$ cat src/rtl/fib_launcher.sv
// Fibonacci kernel launcher: accept job, pulse start, wait done, return result + run length (KERNEL_TIMEOUT_EN adds RUN timeout).
// Latency accept->rsp_valid = k+3 cycles (k = RUN cycles to done); req_ready only in IDLE, rsp held until rsp_ready.
module fib_launcher #(
  parameter int CYCLE_W = 16,
  parameter int TIMEOUT = 4096
) (
  input  logic               clk,
  input  logic               rst_n,
  input  logic               req_valid,
  output logic               req_ready,
  input  logic [5:0]         req_n,
  input  logic [31:0]        req_a,
  input  logic [31:0]        req_b,
  output logic               rsp_valid,
  input  logic               rsp_ready,
  output logic [31:0]        rsp_result,
  output logic [CYCLE_W-1:0] rsp_cycles,
  output logic               rsp_timeout,
  output logic               busy,
  output logic               k_r_enable,
  output logic               k_control_arr,
  output logic [5:0]         k_init_n,
  output logic [31:0]        k_init_a,
  output logic [31:0]        k_init_b,
  input  logic               k_w_enable,
  input  logic [31:0]        k_result
);

  typedef enum logic [1:0] {IDLE, LOAD, RUN, RESP} state_t;

  if (TIMEOUT > (2 ** CYCLE_W) - 1) begin : g_bad_timeout
    $error("TIMEOUT does not fit in CYCLE_W bits");
  end

  state_t             state_q, state_d;
  logic [5:0]         n_q, n_d;
  logic [31:0]        a_q, a_d, b_q, b_d;
  logic [CYCLE_W-1:0] cnt_q, cnt_d;
  logic [31:0]        res_q, res_d;
  logic [CYCLE_W-1:0] cyc_q, cyc_d;
  logic               to_q, to_d;

  always_ff @(posedge clk or negedge rst_n) begin
    if (!rst_n) begin
      state_q <= IDLE;
      n_q     <= '0;
      a_q     <= '0;
      b_q     <= '0;
      cnt_q   <= '0;
      res_q   <= '0;
      cyc_q   <= '0;
      to_q    <= 1'b0;
    end else begin
      state_q <= state_d;
      n_q     <= n_d;
      a_q     <= a_d;
      b_q     <= b_d;
      cnt_q   <= cnt_d;
      res_q   <= res_d;
      cyc_q   <= cyc_d;
      to_q    <= to_d;
    end
  end

  always_comb begin
    state_d = state_q;
    n_d     = n_q;
    a_d     = a_q;
    b_d     = b_q;
    cnt_d   = cnt_q;
    res_d   = res_q;
    cyc_d   = cyc_q;
    to_d    = to_q;
    case (state_q)
      IDLE: begin
        if (req_valid) begin
          n_d     = req_n;
          a_d     = req_a;
          b_d     = req_b;
          state_d = LOAD;
        end
      end
      LOAD: begin
        cnt_d   = '0;
        state_d = RUN;
      end
      RUN: begin
        // done has priority over the timeout when both land in the same cycle
        if (k_w_enable) begin
          res_d   = k_result;
          cyc_d   = cnt_q;
          to_d    = 1'b0;
          state_d = RESP;
`ifdef KERNEL_TIMEOUT_EN
        end else if (cnt_q == CYCLE_W'(TIMEOUT)) begin
          res_d   = '0;
          cyc_d   = CYCLE_W'(TIMEOUT);
          to_d    = 1'b1;
          state_d = RESP;
`endif
        end else if (cnt_q != '1) begin
          cnt_d = cnt_q + 1'b1;
        end
      end
      RESP: begin
        if (rsp_ready) state_d = IDLE;
      end
      default: state_d = IDLE;
    endcase
  end

  assign req_ready     = (state_q == IDLE);
  assign busy          = (state_q != IDLE);
  assign rsp_valid     = (state_q == RESP);
  assign k_r_enable    = (state_q == LOAD);
  assign k_control_arr = 1'b0;
  assign k_init_n      = n_q;
  assign k_init_a      = a_q;
  assign k_init_b      = b_q;
  assign rsp_result    = res_q;
  assign rsp_cycles    = cyc_q;
  assign rsp_timeout   = to_q;

endmodule
$ cat config.mk
export PLATFORM = sky130hd
export DESIGN_NAME = fib_launcher
export DESIGN_NICKNAME = d
export VERILOG_FILES = /design/src/rtl/fib_launcher.sv
export SDC_FILE = /design/constraint.sdc
export NUM_CORES = 1
export LEC_CHECK = 0
export BUFFER_PORTS_ARGS = -buffer_cell sky130_fd_sc_hd__buf_4
export CAP_MARGIN = 15
export CORE_ASPECT_RATIO = 1.4
export CORE_MARGIN = 4
export CORE_UTILIZATION = 46
export DETAILED_ROUTE_END_ITERATION = 10
export PLACE_DENSITY = 0.77
export SYNTH_ARGS = -nofsm -noshare
export SYNTH_HDL_FRONTEND = slang
export SYNTH_SLANG_ARGS = --single-unit
export TNS_END_PERCENT = 100
$ cat constraint.sdc
create_clock -name clk -period 3.1 [get_ports clk]
set_input_delay 0.465 -clock clk [delete_from_list [all_inputs] [get_ports clk]]
set_output_delay 0.465 -clock clk [all_outputs]
set_load 0.1 [all_outputs]
==> flow_summary.yaml <==
global_route:
  grt_max_degree: 71
  grtUsageTotal_pct: 20.3
  grt_pass1_wl_um: 22200
  grt_overflow_total: 0
  antenna_found_initial: 0
  grt_pass1_vias: 4274
layout:
  fillers: 863
  fin_cells: 784
  regArea_um2: 3400
  antennaDiodeCount: 0
  final_core_util_pct: 67.6
  final_cell_mix: "buf_4 (229), dfrtp_1 (136), mux2_2 (116), clkbuf_16 (17), nand2_1 (14)"
  syn_to_final_growth_pct: 43.6
  multiInputGateArea_um2: 2050
  layout_commonest_cell: "buf_4"
  drive_gt1_share_pct: 60.8
  layout.nets: 738
critical_path:
  rr_startpoint: "state_q[0]$_DFFE_PN0P_"
  required_ps: 3380
  worstSetupPathType: "flip-flop to flip-flop"
  r2r.worst_path.cells: 5
  r2r_end: "rsp_cycles[5]$_DFFE_PN0P_"
  end_kind: "flip-flop"
  arrival_ps: 2780
  crit_path_max_fanout: 29
  rrSetupSlack_ps: 600
  critPathLaunchType: "flip-flop"
status:
  status: "finished clean"
synthesis:
  synth_cell_type_count: 45
  synth_area_leader_cell: "dfrtp_1"
  synth_seq_cells: 136
  yosysTopAreaCellShare_pct: 60.9
  synthArstFlopShare_pct: 100
  synth_edf_count: 0
  syn_area_per_cell_um2: 14.1
  ys_seq_area_share_pct: 60.9
  ys_top_cells_by_area: "dfrtp_1 (61%), mux2_2 (23%), ha_1 (1.3%)"
  synth_cells: 396
  yosys_warnings: 0
  synthFlopType: "dfrtp_1"
  syn_area_um2: 5590
cts:
  cts_inserted_buffers: 17
  postCtsHoldBufs: 0
  cts_resized: 0
  clock_latency_ps: 410
  cts_root_buf: "clkbuf_16"
  htreeDepth: 4
  post_cts.repair.setup_buffers: 0
  cts_tree: "yes"
  clock_path_buffers: 2
  clkTransAtPathRegs_ps: 60
  clock_sinks: 136
die:
  die_height_um: 138
  dieArea_um2: 14000
  coreArea_um2: 11900
  die_w_um: 101
  ios: 231
  initial_core_util_pct: 47.1
  rows: 47
timing:
  slew-limit-headroom_pct: 54.7
  rsz0062_at_grt: "false"
  tns_ps: 0
  whs_ps: 92.7
  worst_slew_pin_slew_ps: 679
  setup_violations: 0
  fmax_mhz: 400
  min_period_over_period_pct: 80.6
  final-hold-violation-count: 0
  slew_viol_final: 0
  fin_skew_ps: 7.28
  timing.final.crit_period_ps: 2500
placement:
  port_buffers: 228
  gp_congestion: 0.837
  hpwl_um: 11000
  place_inst: 753
flow_run:
  drv_cap: 0
detailed_routing:
  viasPerCell: 5.23
  ant_nets: 0
  wl_per_cell_um: 18.5
  drc_errors: 0
  first_iter_violations: 119
  dr.pass1.iters: 4
  routed_wirelength_um: 14500
  dr_total_vias: 4104
hold_path:
  min_path_type: "input pin to asynchronous set/reset pin"
-- registers in the layout, summed over array words and instances, names as in the netlist --
| name | cells |
|---|---|
| cnt_q | 16 |
| rsp_cycles | 16 |
| rsp_result | 32 |
| k_init_b | 32 |
| state_q | 2 |
| k_init_a | 32 |
| k_init_n | 6 |
-- kinds of logic after synthesis --
kind of cell	after synthesis	synth area share (%)
other cells	1	0.0670
simple gates	61	6.35
mux	118	23.7
fa+ha+maj	6	1.34
flops	136	60.9
compound gates	40	4.97
buf+inv	34	2.71
-- final cells by class --
| cell class | count | share of cell area (%) |
|---|---|---|
| clock buffers | 20 | 5.69 |
| clock inverters | 11 | 1.51 |
| inverters | 11 | 0.514 |
| multi-input cells | 227 | 25.5 |
| flip-flops and latches | 136 | 42.4 |
| well taps | 147 | 2.29 |
| repair buffers | 232 | 22.1 |
-- worst max-delay path, cell delays in order (launching register included) --
cell,delay (ps)
dfrtp_1,400
inv_1,140
ha_1,610
nand2_2,570
buf_12,350
mux2_2,280
-- worst max path at each step --
stage / from / end / slack [ps] / cells after the start
2_1_floorplan: state_q[0]$_DFFE_PN0P_ / state_q[1]$_DFFE_PN0P_ / 270 / 6
3_3_place_gp: state_q[0]$_DFFE_PN0P_ / rsp_cycles[7]$_DFFE_PN0P_ / 770 / 5
3_5_place_dp: state_q[0]$_DFFE_PN0P_ / rsp_result[28]$_DFFE_PN0P_ / 620 / 5
4_1_cts: state_q[0]$_DFFE_PN0P_ / rsp_cycles[5]$_DFFE_PN0P_ / 630 / 5
5_1_grt: state_q[0]$_DFFE_PN0P_ / rsp_cycles[5]$_DFFE_PN0P_ / 440 / 5
6_report: state_q[0]$_DFFE_PN0P_ / rsp_cycles[5]$_DFFE_PN0P_ / 600 / 5
-- cells in the mapped netlist, drive strengths merged (2+ instances only) --
master / number
nor3: 5
dfrtp: 136
or4: 2
clkbuf: 7
o21ai: 12
nand4b: 2
buf: 16
a21boi: 2
mux2: 116
a211oi: 2
mux2i: 2
a31oi: 5
nor2: 9
nand2: 16
a21oi: 4
inv: 11
and4: 2
a21o: 2
or3: 2
nand3: 8
nand4: 4
nand3b: 2
nor3b: 2
a22o: 3
a221o: 4
ha: 6
nor4: 4
-- metrics by stage --
step | cell area, µm² | setup WS (ps)
6_report | 8030 | 602
5_1_grt | 8030 | 440
2_1_floorplan | 5600 | 267
3_3_place_gp | 7450 | 770
3_5_place_dp | 7450 | 624
4_1_cts | 8030 | 627
-- metal layers --
metal	track usage (%)	wire length, µm
met1	23.2	5280
met3	5.49	1130
met2	35.0	7680
met4	8.75	410
met5	0	0
Power is not shown: default switching activity piles up to over one toggle a cycle in this logic, so the estimate is an artifact.
